File: src/rtl/mem_arbiter_if.sv
`default_nettype none
// ----------------------------------------------------------------------------
// mem_arbiter_if : fetch, data and memory-side bus bundle of mem_arbiter.
// Revision       : 1.0
// ----------------------------------------------------------------------------
interface mem_arbiter_if #(
  parameter int ADDR_W = 32,
  parameter int DATA_W = 32
) ();
  logic              if_req_i;
  logic [ADDR_W-1:0] if_addr_i;
  logic [DATA_W-1:0] if_rdata_o;
  logic              if_ack_o;

  logic              dm_req_i;
  logic              dm_we_i;
  logic [ADDR_W-1:0] dm_addr_i;
  logic [DATA_W-1:0] dm_wdata_i;
  logic [DATA_W-1:0] dm_rdata_o;
  logic              dm_ack_o;

  logic              err_o;

  logic              mem_req_o;
  logic              mem_we_o;
  logic [ADDR_W-1:0] mem_addr_o;
  logic [DATA_W-1:0] mem_wdata_o;
  logic [DATA_W-1:0] mem_rdata_i;
  logic              mem_ready_i;

  logic              stall_o;

  // Arbiter view
  modport slave (
    input  if_req_i, if_addr_i, dm_req_i, dm_we_i, dm_addr_i, dm_wdata_i,
           mem_rdata_i, mem_ready_i,
    output if_rdata_o, if_ack_o, dm_rdata_o, dm_ack_o, err_o,
           mem_req_o, mem_we_o, mem_addr_o, mem_wdata_o, stall_o
  );

  // CPU + memory view
  modport master (
    output if_req_i, if_addr_i, dm_req_i, dm_we_i, dm_addr_i, dm_wdata_i,
           mem_rdata_i, mem_ready_i,
    input  if_rdata_o, if_ack_o, dm_rdata_o, dm_ack_o, err_o,
           mem_req_o, mem_we_o, mem_addr_o, mem_wdata_o, stall_o
  );
endinterface
`default_nettype wire

File: src/rtl/mem_arbiter.sv
`default_nettype none
// ----------------------------------------------------------------------------
// mem_arbiter : shares one single-ported memory between fetch and data ports.
// Revision    : 1.0
// ----------------------------------------------------------------------------
module mem_arbiter #(
  parameter int ADDR_W         = 32,
  parameter int DATA_W         = 32,
  parameter int MAX_DM_STREAK  = 4,
  parameter int TIMEOUT_CYCLES = 255
) (
  input wire           clk_i,
  input wire           rst_i,
  mem_arbiter_if.slave bus
);

  typedef enum logic [1:0] {
    S_IDLE   = 2'd0,
    S_IF_ACC = 2'd1,
    S_DM_ACC = 2'd2,
    S_RESP   = 2'd3
  } state_t;

  localparam logic [3:0] STREAK_MAX = 4'(MAX_DM_STREAK);
  localparam logic [7:0] TMO_LAST   = 8'(TIMEOUT_CYCLES - 1);

  state_t            state_q, state_d;
  logic [3:0]        streak_q, streak_d;
  logic [7:0]        tmo_q, tmo_d;
  logic              mem_req_q, mem_req_d;
  logic              mem_we_q, mem_we_d;
  logic [ADDR_W-1:0] mem_addr_q, mem_addr_d;
  logic [DATA_W-1:0] mem_wdata_q, mem_wdata_d;
  logic [DATA_W-1:0] if_rdata_q, if_rdata_d;
  logic [DATA_W-1:0] dm_rdata_q, dm_rdata_d;
  logic              if_ack_q, if_ack_d;
  logic              dm_ack_q, dm_ack_d;
  logic              err_q, err_d;

  logic              grant_dm;
  logic              grant_if;

  // Data has priority unless it has starved a waiting fetch long enough.
  always_comb begin
    grant_dm = bus.dm_req_i & (~bus.if_req_i | (streak_q != STREAK_MAX));
    grant_if = bus.if_req_i & ~grant_dm;
  end

  always_comb begin
    state_d     = state_q;
    streak_d    = streak_q;
    tmo_d       = tmo_q;
    mem_req_d   = mem_req_q;
    mem_we_d    = mem_we_q;
    mem_addr_d  = mem_addr_q;
    mem_wdata_d = mem_wdata_q;
    if_rdata_d  = if_rdata_q;
    dm_rdata_d  = dm_rdata_q;
    if_ack_d    = 1'b0;
    dm_ack_d    = 1'b0;
    err_d       = 1'b0;

    case (state_q)
      S_IDLE: begin
        if (grant_dm) begin
          state_d    = S_DM_ACC;
          mem_req_d  = 1'b1;
          mem_we_d   = bus.dm_we_i;
          mem_addr_d = bus.dm_addr_i;
          if (bus.dm_we_i) begin
            mem_wdata_d = bus.dm_wdata_i;
          end
          if (!bus.if_req_i) begin
            streak_d = 4'd0;
          end else if (streak_q != STREAK_MAX) begin
            streak_d = streak_q + 4'd1;
          end
        end else if (grant_if) begin
          state_d    = S_IF_ACC;
          mem_req_d  = 1'b1;
          mem_we_d   = 1'b0;
          mem_addr_d = bus.if_addr_i;
          streak_d   = 4'd0;
        end
      end

      S_IF_ACC, S_DM_ACC: begin
        if (bus.mem_ready_i) begin
          state_d   = S_RESP;
          mem_req_d = 1'b0;
          mem_we_d  = 1'b0;
          if (state_q == S_IF_ACC) begin
            if_rdata_d = bus.mem_rdata_i;
            if_ack_d   = 1'b1;
          end else begin
            // A store returns no data; keep the last load value visible.
            if (!mem_we_q) begin
              dm_rdata_d = bus.mem_rdata_i;
            end
            dm_ack_d = 1'b1;
          end
        end else if (tmo_q == TMO_LAST) begin
          state_d   = S_RESP;
          mem_req_d = 1'b0;
          mem_we_d  = 1'b0;
          err_d     = 1'b1;
          tmo_d     = tmo_q + 8'd1;
          if (state_q == S_IF_ACC) begin
            if_rdata_d = '0;
            if_ack_d   = 1'b1;
          end else begin
            dm_rdata_d = '0;
            dm_ack_d   = 1'b1;
          end
        end else begin
          tmo_d = tmo_q + 8'd1;
        end
      end

      S_RESP: begin
        tmo_d   = 8'd0;
        state_d = S_IDLE;
      end

      default: begin
        state_d = S_IDLE;
      end
    endcase
  end

  always_ff @(posedge clk_i) begin
    if (rst_i) begin
      state_q     <= S_IDLE;
      streak_q    <= 4'd0;
      tmo_q       <= 8'd0;
      mem_req_q   <= 1'b0;
      mem_we_q    <= 1'b0;
      mem_addr_q  <= '0;
      mem_wdata_q <= '0;
      if_rdata_q  <= '0;
      dm_rdata_q  <= '0;
      if_ack_q    <= 1'b0;
      dm_ack_q    <= 1'b0;
      err_q       <= 1'b0;
    end else begin
      state_q     <= state_d;
      streak_q    <= streak_d;
      tmo_q       <= tmo_d;
      mem_req_q   <= mem_req_d;
      mem_we_q    <= mem_we_d;
      mem_addr_q  <= mem_addr_d;
      mem_wdata_q <= mem_wdata_d;
      if_rdata_q  <= if_rdata_d;
      dm_rdata_q  <= dm_rdata_d;
      if_ack_q    <= if_ack_d;
      dm_ack_q    <= dm_ack_d;
      err_q       <= err_d;
    end
  end

  assign bus.mem_req_o   = mem_req_q;
  assign bus.mem_we_o    = mem_we_q;
  assign bus.mem_addr_o  = mem_addr_q;
  assign bus.mem_wdata_o = mem_wdata_q;
  assign bus.if_rdata_o  = if_rdata_q;
  assign bus.dm_rdata_o  = dm_rdata_q;
  assign bus.if_ack_o    = if_ack_q;
  assign bus.dm_ack_o    = dm_ack_q;
  assign bus.err_o       = err_q;

  // Stall drops in the ack cycle so the pipeline advances on completion.
  assign bus.stall_o = (bus.if_req_i & ~if_ack_q) | (bus.dm_req_i & ~dm_ack_q);

endmodule
`default_nettype wire

File: src/flat_wrapper.sv
// flat-port wrapper written by rule: the top's interface ports become plain ports
module mem_arbiter_flat 
#(
  parameter int ADDR_W         = 32,
  parameter int DATA_W         = 32,
  parameter int MAX_DM_STREAK  = 4,
  parameter int TIMEOUT_CYCLES = 255
)
  (clk_i, rst_i, bus_if_req_i, bus_if_addr_i, bus_dm_req_i, bus_dm_we_i, bus_dm_addr_i, bus_dm_wdata_i, bus_mem_rdata_i, bus_mem_ready_i, bus_if_rdata_o, bus_if_ack_o, bus_dm_rdata_o, bus_dm_ack_o, bus_err_o, bus_mem_req_o, bus_mem_we_o, bus_mem_addr_o, bus_mem_wdata_o, bus_stall_o);
  mem_arbiter_if #(.ADDR_W(ADDR_W), .DATA_W(DATA_W)) bus_i ();
  input wire clk_i;
  input wire rst_i;
  input wire logic [$bits(bus_i.if_req_i)-1:0] bus_if_req_i;
  input wire logic [$bits(bus_i.if_addr_i)-1:0] bus_if_addr_i;
  input wire logic [$bits(bus_i.dm_req_i)-1:0] bus_dm_req_i;
  input wire logic [$bits(bus_i.dm_we_i)-1:0] bus_dm_we_i;
  input wire logic [$bits(bus_i.dm_addr_i)-1:0] bus_dm_addr_i;
  input wire logic [$bits(bus_i.dm_wdata_i)-1:0] bus_dm_wdata_i;
  input wire logic [$bits(bus_i.mem_rdata_i)-1:0] bus_mem_rdata_i;
  input wire logic [$bits(bus_i.mem_ready_i)-1:0] bus_mem_ready_i;
  output wire logic [$bits(bus_i.if_rdata_o)-1:0] bus_if_rdata_o;
  output wire logic [$bits(bus_i.if_ack_o)-1:0] bus_if_ack_o;
  output wire logic [$bits(bus_i.dm_rdata_o)-1:0] bus_dm_rdata_o;
  output wire logic [$bits(bus_i.dm_ack_o)-1:0] bus_dm_ack_o;
  output wire logic [$bits(bus_i.err_o)-1:0] bus_err_o;
  output wire logic [$bits(bus_i.mem_req_o)-1:0] bus_mem_req_o;
  output wire logic [$bits(bus_i.mem_we_o)-1:0] bus_mem_we_o;
  output wire logic [$bits(bus_i.mem_addr_o)-1:0] bus_mem_addr_o;
  output wire logic [$bits(bus_i.mem_wdata_o)-1:0] bus_mem_wdata_o;
  output wire logic [$bits(bus_i.stall_o)-1:0] bus_stall_o;
  assign bus_i.if_req_i = bus_if_req_i;
  assign bus_i.if_addr_i = bus_if_addr_i;
  assign bus_i.dm_req_i = bus_dm_req_i;
  assign bus_i.dm_we_i = bus_dm_we_i;
  assign bus_i.dm_addr_i = bus_dm_addr_i;
  assign bus_i.dm_wdata_i = bus_dm_wdata_i;
  assign bus_i.mem_rdata_i = bus_mem_rdata_i;
  assign bus_i.mem_ready_i = bus_mem_ready_i;
  assign bus_if_rdata_o = bus_i.if_rdata_o;
  assign bus_if_ack_o = bus_i.if_ack_o;
  assign bus_dm_rdata_o = bus_i.dm_rdata_o;
  assign bus_dm_ack_o = bus_i.dm_ack_o;
  assign bus_err_o = bus_i.err_o;
  assign bus_mem_req_o = bus_i.mem_req_o;
  assign bus_mem_we_o = bus_i.mem_we_o;
  assign bus_mem_addr_o = bus_i.mem_addr_o;
  assign bus_mem_wdata_o = bus_i.mem_wdata_o;
  assign bus_stall_o = bus_i.stall_o;
  mem_arbiter #(.ADDR_W(ADDR_W), .DATA_W(DATA_W), .MAX_DM_STREAK(MAX_DM_STREAK), .TIMEOUT_CYCLES(TIMEOUT_CYCLES)) u_core (.clk_i(clk_i), .rst_i(rst_i), .bus(bus_i));
endmodule
File: config.mk
export PLATFORM = sky130hd
export DESIGN_NAME = mem_arbiter_flat
export DESIGN_NICKNAME = d
export VERILOG_FILES = /design/src/rtl/mem_arbiter_if.sv /design/src/rtl/mem_arbiter.sv /design/src/flat_wrapper.sv
export SDC_FILE = /design/constraint.sdc
export NUM_CORES = 1
export LEC_CHECK = 0
export BUFFER_PORTS_ARGS = -buffer_cell sky130_fd_sc_hd__buf_2
export CORE_MARGIN = 3
export CORE_UTILIZATION = 47
export DETAILED_ROUTE_END_ITERATION = 7
export GPL_TIMING_DRIVEN = 0
export HOLD_SLACK_MARGIN = 0.15
export PLACE_DENSITY = 0.88
export SYNTH_ARGS = -nofsm -noshare
export SYNTH_HDL_FRONTEND = slang
export SYNTH_SLANG_ARGS = --single-unit
export TNS_END_PERCENT = 1
File: constraint.sdc
create_clock -name clk_i -period 2.1 [get_ports clk_i]
set_clock_uncertainty 0.15 [all_clocks]
set_input_delay 0.21 -clock clk_i [delete_from_list [all_inputs] [get_ports clk_i]]
set_output_delay 0.21 -clock clk_i [all_outputs]
set_load 0.1 [all_outputs]
# Yosys cells after proc, flatten, opt, wreduce, memory -nomap -nowiden
# Cells that the tools add are included.
classes:
  n_addsub: 2
  multipliers: 0
  div: 0
  order_cmp: 0
  eq_ne: 10
  shifts: 0
  muxes: 37
  bitwise_logic: 12
  reduce_logical: 16
ops:
  columns: ["operator", "count"]
  rows:
  - ["32-bit 2-to-1 mux", 11]
  - ["4-bit 2-to-1 mux", 4]
  - ["8-bit case mux with 2 select lines", 1]
  - ["1-bit 2-to-1 mux", 13]
  - ["3-bit AND reduction", 4]
  - ["8-bit by 1-bit adder with 8-bit output, second input constant", 1]
  - ["8-bit equality test, second input constant", 1]
  - ["2-bit 2-to-1 mux", 4]
  - ["8-bit 2-to-1 mux", 1]
  - ["2-bit nonzero test", 4]
  - ["1-bit NOT", 6]
  - ["2-bit case mux with 3 select lines", 1]
  - ["2-bit AND reduction", 3]
  - ["4-bit by 1-bit adder with 4-bit output, second input constant", 1]
  - ["1-bit bitwise AND", 4]
  - ["2-bit equality test, second input constant", 2]
  - ["2-bit inequality test, second input constant", 2]
  - ["4-bit by 3-bit inequality test with 1-bit output, second input constant", 1]
  - ["1-bit case mux with 2 select lines", 2]
  - ["4-bit AND reduction", 1]
  - ["2-bit OR reduction", 2]
  - ["3-bit by 1-bit inequality test with 1-bit output, second input constant", 1]
  - ["3-bit by 2-bit inequality test with 1-bit output, second input constant", 1]
  - ["3-bit inequality test, second input constant", 1]
  - ["other kinds (4)", 5]
totals:
  reg_bits: 147
  latch_bits: 0
  ramBits: 0
  romBits: 0
  wordCells: 89
  n_memories: 0

# Depth between registers and ports, before layout
# Gate-level depths: netlist of run 1.
depth:
  depth_word: 8
  mapped_depth: 8

# Least setup slack after synthesis of run 1
# No wires, ideal clock.
synth_timing:
  path_kind: "register -> output"
  startpoint: "register u_core.dm_ack_q, in the netlist u_core.bus.dm_ack_o"
  endpoint: "output port bus_stall_o"
  arrival_time_ns: 2.271
  slack_ns: -0.531
  path_stages_with_launch: 2
  path_cell_list: "dfxtp_1 -> o22ai_1"
synth_between:
  elab_chain_cells: 3
synth_lines:
  columns: ["item", "line", "rtl"]
  rows:
  - ["start, declared", "mem_arbiter.sv:37", "logic dm_ack_q, dm_ack_d;"]
  - ["start signal, assigned", "mem_arbiter.sv:156", "dm_ack_q <= dm_ack_d;"]
  - ["1-bit NOT", "mem_arbiter.sv:172", "assign bus.stall_o = (bus.if_req_i & ~if_ack_q) | (bus.dm_req_i & ~dm_ack_q);"]
  - ["1-bit bitwise AND", "mem_arbiter.sv:172", null]
  - ["1-bit OR", "mem_arbiter.sv:172", null]
  - ["end, declared", "flat_wrapper.sv:30", "output wire logic [$bits(bus_i.stall_o)-1:0] bus_stall_o;"]
# No other way between the ends.

# Worst setup path after layout of run 1
layout_timing:
  startpoint: "register u_core.state_q[1]"
  endpoint: "register u_core.mem_addr_q[19], in the netlist u_core.bus.mem_addr_o[19]"
layout_between:
  elab_chain_cells: 2
layout_lines:
  columns: ["item", "line", "rtl"]
  rows:
  - ["start, declared", "mem_arbiter.sv:27", "state_t state_q, state_d;"]
  - ["start signal, assigned", "mem_arbiter.sv:146", "state_q <= state_d;"]
  - ["2-bit logical NOT", "mem_arbiter.sv:63", "case (state_q)"]
  - ["2-bit AND reduction (no line)", null, null]
  - ["end signal, assigned", "mem_arbiter.sv:151", "mem_addr_q <= mem_addr_d;"]
  - ["end, declared", "mem_arbiter.sv:32", "logic [ADDR_W-1:0] mem_addr_q, mem_addr_d;"]
# No other way between the ends.
# A chain may end at the register's enable or synchronous reset.

==> results.md, run 1 <==
- Leakage Power: 4.255 nW
- Max-cap violations: 0
- GR Util met3: 0.1045
- Max stage delay on crit path: 0.34 ns
- Post-synth cell types: 44
- Final Hold Vio Count: 0
- Cell Pwr Density: 1390 mW/mm^2
- Slew @ Worst Pin: 0.6345 ns
- Die Y: 119.3 microns
- RSZ-0062 raised after global routing: yes
- Area grow syn2layout: 57.76%
- Fin Hold WS: 0.1807 ns
- Cells after Synth: 704
- Worst IR Drop VDD: 865.0 uV
- GRT Util Overall: 0.3428
- Port Buffers: 266
- Vias in the first global route: 7416
- Most frequent cell after synthesis: dfxtp_1
- Seq cells post-synth: 147
- Fillcell total: 800
- Worst path slowest cell: ha_1
- Syn_nets: 846
- Share of Yosys cell area claimed by the top area cell type: 0.4878
- Crit path max fanout: 10
- Final HPWL DP: 14080 microns
- Synth area leader: dfxtp_1
- FF/Latch Area: 0.002943 sq mm
- Rows: 40
- Grt peak-use layer: met2
- Met1 usage: 0.3732
- Nets: 1261
- ANT nets after route: 0
- Fin crit period: 2.061 ns
- Root buffer cell: clkbuf_16
- First-pass GRT wire length: 38980 microns
- Clock buffer depth: 2
- Avg WL per Cell: 19.29 microns
- Sequential share of the synthesized area: 0.4878
- Drt first pass iters: 5
- Crit-path cells: inv_1, ha_1, nor2b_1, buf_4, buf_2, nor2_1, a211oi_1
- Via density per instance: 5.749
- Global routing usage on met2: 0.5895
- Detailed Route Iter0 Violations: 685
- Die area: 0.01423 sq mm
- Routed WL: 25020 microns
- Family with the most delay on the worst path: buffers and inverters
- Tcrit/Tclk final: 0.9813
- CTS tree: yes
- Crit path kind: reg -> reg
- Starting Density: 0.4920
- CP Data Required Time: 2.24 ns
- Type of the most critical hold path: in -> reg
- Share of post-route cells with drive strength above 1: 0.3005
- CP Capture Type: flop
- Fmax: 485.3 MHz
- Clk sinks: 147
- Worst Path Arrival: 2.21 ns
- Top FF cell, synth: dfxtp_1
- Initial antenna violation count: 1
- CP Launch Type: flop
- Reg clk slew, reported paths: 0.06 ns
- H-tree depth reported by CTS: 4
- Num ports: 268
- Total gr overflow: 0
- Avg Inst Size Synth: 8.570 sq um
- Commonest cells post-synth: dfxtp_1 (147), a21oi_1 (104), nand2_1 (71), nand3_1 (71), o21ai_0 (68)
- Slew margin rel.: 0.5770
- Total core area: 0.01226 sq mm
- DRC: 0
- Outcome: complete, no violations
- Critical path buffer and inverter count: 3
- Post-synth EDFFs: 0
- RD Place Congestion: 0.8737
- Async SR Flop Fraction: 0
- Synth warn: 0
- Area of the multi-input gates: 0.002751 sq mm
- Worst-skew pair later-pin latency: 0.42 ns
- Synth top area cells: dfxtp_1 (49%), a21oi_1 (8.6%), nand3_1 (5.9%)
- Die width: 119.3 microns
- Routed vias: 7457
- Cell area after synthesis: 0.006033 sq mm
- Finish-stage setup viols: 0
- Largest net degree at the start of global routing: 17
- Cts bufs inserted: 17
- Final Power: 13.23 mW
- Slew Viols, Final: 0
[per-layer routing]
| layer | up-vias | share of wire |
|---|---|---|
| met4 | 0 | 0.059 |
| li1 | 3313 | - |
| met3 | 130 | 0.099 |
| met5 | - | 0 |
| met1 | 3485 | 0.35 |
| met2 | 529 | 0.49 |
[through the flow]
step           cells  setup WS [ns]     TNS, ns  utilization  cell area (sq um)
6_report        1297        0.03922           0       0.7762               9518
3_5_place_dp    1138     -0.0002847  -0.0002847       0.6183               7581
3_3_place_gp    1138      -0.007161   -0.007161       0.6183               7581
2_1_floorplan    704        0.09884           0            -               6040
4_1_cts         1297        0.01740           0       0.7728               9475
5_1_grt         1297       -0.08264     -0.8070       0.7762               9518
[sequential cells by signal, indices dropped and copies added (netlist names)]
name / cells
u_core.bus.dm_rdata_o: 32
u_core.bus.if_rdata_o: 32
u_core.bus.mem_addr_o: 32
u_core.bus.mem_wdata_o: 32
u_core.tmo_q: 8
u_core.streak_q: 4
u_core.state_q: 2
u_core.bus.dm_ack_o: 1
u_core.bus.err_o: 1
u_core.bus.if_ack_o: 1
u_core.bus.mem_req_o: 1
u_core.bus.mem_we_o: 1
[logic make-up after synthesis]
family                   count (synthesis)  synth area share
AND/OR/NAND/NOR                        220            0.1692
AO/OA/AOI/OAI                          217            0.1995
flip-flops                             147            0.4878
buffers and inverters                   72           0.06138
multiplexers                            35           0.05828
adder cells (fa/ha/maj)                  8           0.01659
XOR/XNOR                                 5          0.007260
[area by class of cell]
type,count,area share
Inverter,8,0.003155
Timing Repair Buffer,398,0.2787
Sequential cell,147,0.3092
Buffer,62,0.03655
Multi-Input combinational cell,485,0.2891
Antenna cell,1,0.0002629
Clock inverter,5,0.01078
Clock buffer,23,0.05022
Tap cell,168,0.02208
[timing repair]
action | 4_1_cts | 5_1_grt
pin swaps | 0 | 1
resized for setup | 1 | 22
hold buffers | 131 | 0
setup endpoints to repair | 16 | 109
hold endpoints to repair | 134 | 0
setup buffers | 0 | 1
cloned | 0 | 0
[where the power goes]
| group | leakage, nW | total (mW) | internal [mW] | switching (mW) |
|---|---|---|---|---|
| clock network | 0.281 | 3.05 | 1.93 | 1.11 |
| registers | 1.20 | 3.58 | 3.28 | 0.294 |
| logic | 2.77 | 6.60 | 1.35 | 5.25 |
| total | 4.25 | 13.2 | 6.57 | 6.66 |
[final timing paths]
kind	end	depth (start not counted)	startpoint	slack [ns]
max	u_core.bus.mem_addr_o[19]	7	u_core.state_q[1]	0.04
min	u_core.bus.if_rdata_o[2]	4	bus_mem_ready_i	0.18
max reg2reg	u_core.bus.mem_addr_o[19]	7	u_core.state_q[1]	0.04
min reg2reg	u_core.bus.mem_wdata_o[27]	2	u_core.bus.mem_wdata_o[27]	0.30
[cell usage in the layout, fill, tap and decap left out, types with 4 or more instances in the layout]
cell type and instances:
nand3_1 71, buf_1 4, nand2_1 71, ha_1 8
dfxtp_1 147, clkbuf_4 4, inv_1 8, nand4_1 4
a21oi_1 104, nand2b_1 4, nor3_1 4, buf_2 281
clkbuf_1 27, o21ai_0 68, clkbuf_16 17, mux2i_1 33
buf_4 5, dlygate4sd3_1 131, clkbuf_2 7, nor2_1 46
a211oi_1 35
[tightest hold or removal path, stage by stage]
cell,delay (ns)
buf_2,0.17
a21oi_4,0.08
o21ai_0,0.17
a21oi_1,0.07
Note: power is estimated with default switching activity, not from simulation.
==> inputs of run 2 (changes only) <==
--- a/config.mk
+++ b/config.mk
@@ -7,11 +7,12 @@
 export LEC_CHECK = 0
 export BUFFER_PORTS_ARGS = -buffer_cell sky130_fd_sc_hd__buf_2
 export CORE_MARGIN = 3
-export CORE_UTILIZATION = 47
+export CORE_UTILIZATION = 49
+export CTS_BUF_LIST = sky130_fd_sc_hd__clkbuf_8
 export DETAILED_ROUTE_END_ITERATION = 7
 export GPL_TIMING_DRIVEN = 0
 export HOLD_SLACK_MARGIN = 0.15
-export PLACE_DENSITY = 0.88
+export PLACE_DENSITY = 0.91
 export SYNTH_ARGS = -nofsm -noshare
 export SYNTH_HDL_FRONTEND = slang
 export SYNTH_SLANG_ARGS = --single-unit
==> run 2 against run 1 <==
First-iteration DRC count grew 13%. Sequential cell count unchanged. Non-clock buffer count stayed put. Sequential power about the same. Utilization up 1.8 points. Maximum frequency fell by 1.1%. Routed wire length decreased by 0.90%. Setup slack worse by 0.022 ns. Design area shrank 2.3%. Sequential share of layout area rose by 0.72 points. Largest cell class unchanged. Clock power decreased by 31%.
==> results.md, run 2 (same netlist as run 1, synthesis figures left out) <==
- Num ports: 268 (unchanged)
- Clock network fraction of design power: 0.171 (was 0.230)
- Clock buffer depth: 2 (unchanged)
- RD Place Congestion: 0.8772 (was 0.8737)
- Routed WL: 24790 microns (was 25020 microns)
- Initial antenna violation count: 3 (was 1)
- Die area: 0.01368 sq mm (was 0.01423 sq mm)
- Cell Pwr Density: 1319 mW/mm^2 (was 1390 mW/mm^2)
- Cts bufs inserted: 17 (unchanged)
- Worst IR Drop VDD: 1184 uV (was 865.0 uV)
- Number of cells after detailed placement: 1113 (was 1138)
- Port Buffers: 266 (unchanged)
- Max-cap violations: 0 (unchanged)
- Largest net degree at the start of global routing: 17 (unchanged)
- Die width: 117.0 microns (was 119.3 microns)
- Final Util: 0.7943 (was 0.7762)
- Slew Viols, Final: 0 (unchanged)
- Commonest non-fill, non-tap cells in the layout: buf_2 (281), dfxtp_1 (147), dlygate4sd3_1 (133), a21oi_1 (103) (was buf_2 (281), dfxtp_1 (147), dlygate4sd3_1 (131), a21oi_1 (104))
- First-pass GRT wire length: 37740 microns (was 38980 microns)
- Sw Share: 0.5406 (was 0.5035)
- Most common cell after layout, fill and taps aside: buf_2 (unchanged)
- H-tree depth reported by CTS: 4 (unchanged)
- CP Launch Type: input pin (was flop)
- Max stage delay on crit path: 0.55 ns (was 0.34 ns)
- Tcrit/Tclk final: 0.9919 (was 0.9813)
- CP Data Required Time: 2.25 ns (was 2.24 ns)
- Sw Pwr: 6.631 mW (was 6.659 mW)
- GRT Util Overall: 0.3593 (was 0.3428)
- Area grow syn2layout: 54.19% (was 57.76%)
- Die Y: 117.0 microns (was 119.3 microns)
- Slew margin rel.: 0.5730 (was 0.5770)
- Crit path kind: in -> reg (was reg -> reg)
- Starting Density: 0.5152 (was 0.4920)
- Vias in the first global route: 7507 (was 7416)
- Root buffer cell: clkbuf_8 (was clkbuf_16)
- Non-Filler Instances: 1277 (was 1297)
- Share of post-route cells with drive strength above 1: 0.3074 (was 0.3005)
- Fin crit period: 2.083 ns (was 2.061 ns)
- Total core area: 0.01171 sq mm (was 0.01226 sq mm)
- Avg WL per Cell: 19.41 microns (was 19.29 microns)
- Critical Path Most Common Cell: clkbuf_1
- Reg clk slew, reported paths: 0.08 ns (was 0.06 ns)
- Leakage Power: 4.179 nW (was 4.255 nW)
- Total gr overflow: 0 (unchanged)
- Clk sinks: 147 (unchanged)
- Power share of the combinational group: 0.539 (was 0.499)
- Worst Path Arrival: 2.23 ns (was 2.21 ns)
- Crit-path cells: dlygate4sd3_1, clkbuf_1, clkbuf_1, clkbuf_1, a21oi_1 (was inv_1, ha_1, nor2b_1, buf_4, buf_2, nor2_1, a211oi_1)
- Final Hold Vio Count: 0 (unchanged)
- CP Capture Type: flop (unchanged)
- Reg power frac: 0.290 (was 0.271)
- Crit path max fanout: 10 (unchanged)
- Post-CTS setup buffer count: 0 (unchanged)
- Fmax: 480.1 MHz (was 485.3 MHz)
- Fillcell total: 709 (was 800)
- Detailed Route Iter0 Violations: 772 (was 685)
- DRC: 0 (unchanged)
- FF/Latch Area: 0.002943 sq mm (unchanged)
- Final HPWL DP: 14160 microns (was 14080 microns)
- Finish-stage setup viols: 0 (unchanged)
- Via density per instance: 5.765 (was 5.749)
- CTS tree: yes (unchanged)
- Slew @ Worst Pin: 0.6405 ns (was 0.6345 ns)
- ANT nets after route: 0 (unchanged)
- Routed vias: 7362 (was 7457)
- Fin Hold WS: 0.3017 ns (was 0.1807 ns)
- Rows: 39 (was 40)
- RSZ-0062 raised after global routing: yes (unchanged)
- Type of the most critical hold path: reg -> reg (was in -> reg)
- Worst path slowest cell: clkbuf_1 (was ha_1)
- Worst-skew pair later-pin latency: 0.44 ns (was 0.42 ns)
- Outcome: complete, no violations (unchanged)
- Area of the multi-input gates: 0.002775 sq mm (was 0.002751 sq mm)
- Nets: 1261 (unchanged)
- Setup TNS: 0 ns (unchanged)
- Pint: 5.636 mW (was 6.567 mW)
- Drt first pass iters: 7 (was 5)
-- run 2: cell count changes in the layout (fill, tap and decap cells not counted), moves of 4 or more --
cell	previous run	this run
clkbuf_8	3	20
clkbuf_16	17	0
clkbuf_1	27	23
clkinv_2	1	5
o21ai_1	0	5
o21ai_0	68	63
-- run 2: per-stage QoR --
stage | instance area [sq um] | setup WS, ns | power [mW]
floorplan | 6040 | 0.09884 | 8.525
global placement | 7550 | -0.004371 | 9.617
detailed placement | 7550 | -0.1290 | 9.703
CTS | 9258 | 0.01306 | 11.94
global route | 9300 | -0.02055 | 12.72
finish | 9303 | 0.01691 | 12.27
-- run 2: layer usage --
metal / GRT usage / wire length, microns / vias up
met4: 0.2286 / 1521 / 4
met5: 0 / 17 / -
li1: - / - / 3309
met2: 0.5965 / 12060 / 540
met3: 0.1373 / 2496 / 139
met1: 0.3835 / 8701 / 3370
-- run 2: repair_timing --
| item | in CTS | in global routing |
|---|---|---|
| hold buffers | 133 | 0 |
| hold endpoints to repair | 137 | 0 |
| resized for setup | 3 | 26 |
| gates cloned | 0 | 0 |
| endpoints found under the setup margin | 31 | 97 |
-- run 2: path summary, 6_finish.rpt --
check                        startpoint                    endpoint  slack [ns]  cells after the start
max                               rst_i   u_core.bus.dm_rdata_o[12]        0.02                      5
min          u_core.bus.mem_wdata_o[31]  u_core.bus.mem_wdata_o[31]        0.30                      2
max reg2reg          u_core.streak_q[0]   u_core.bus.mem_addr_o[13]        0.03                      8
min reg2reg  u_core.bus.mem_wdata_o[31]  u_core.bus.mem_wdata_o[31]        0.30                      2
-- run 2: final cells by class --
cell class | instances | share of cell area
tap | 143 | 0.01923
inverter | 8 | 0.003228
antenna | 2 | 0.0005380
buffer | 61 | 0.03672
clock buffer | 20 | 0.02959
clock inverter | 12 | 0.009818
multi-input combinational | 485 | 0.2983
timing repair buffer | 399 | 0.2862
sequential | 147 | 0.3163
-- run 2: power groups by stage --
| stage | clock network, mW | logic, mW | registers (mW) |
|---|---|---|---|
| floorplan | 0 | 1.72 | 6.80 |
| global placement | 0 | 6.07 | 3.55 |
| detailed placement | 0 | 6.13 | 3.57 |
| CTS | 2.07 | 6.36 | 3.51 |
| global route | 2.23 | 6.89 | 3.60 |
| finish | 2.09 | 6.62 | 3.56 |
-- run 2: critical path: cells and delay by family --
family,cells,cell delay (ns)
compound gates,1,0.14
buf+inv,4,1.87
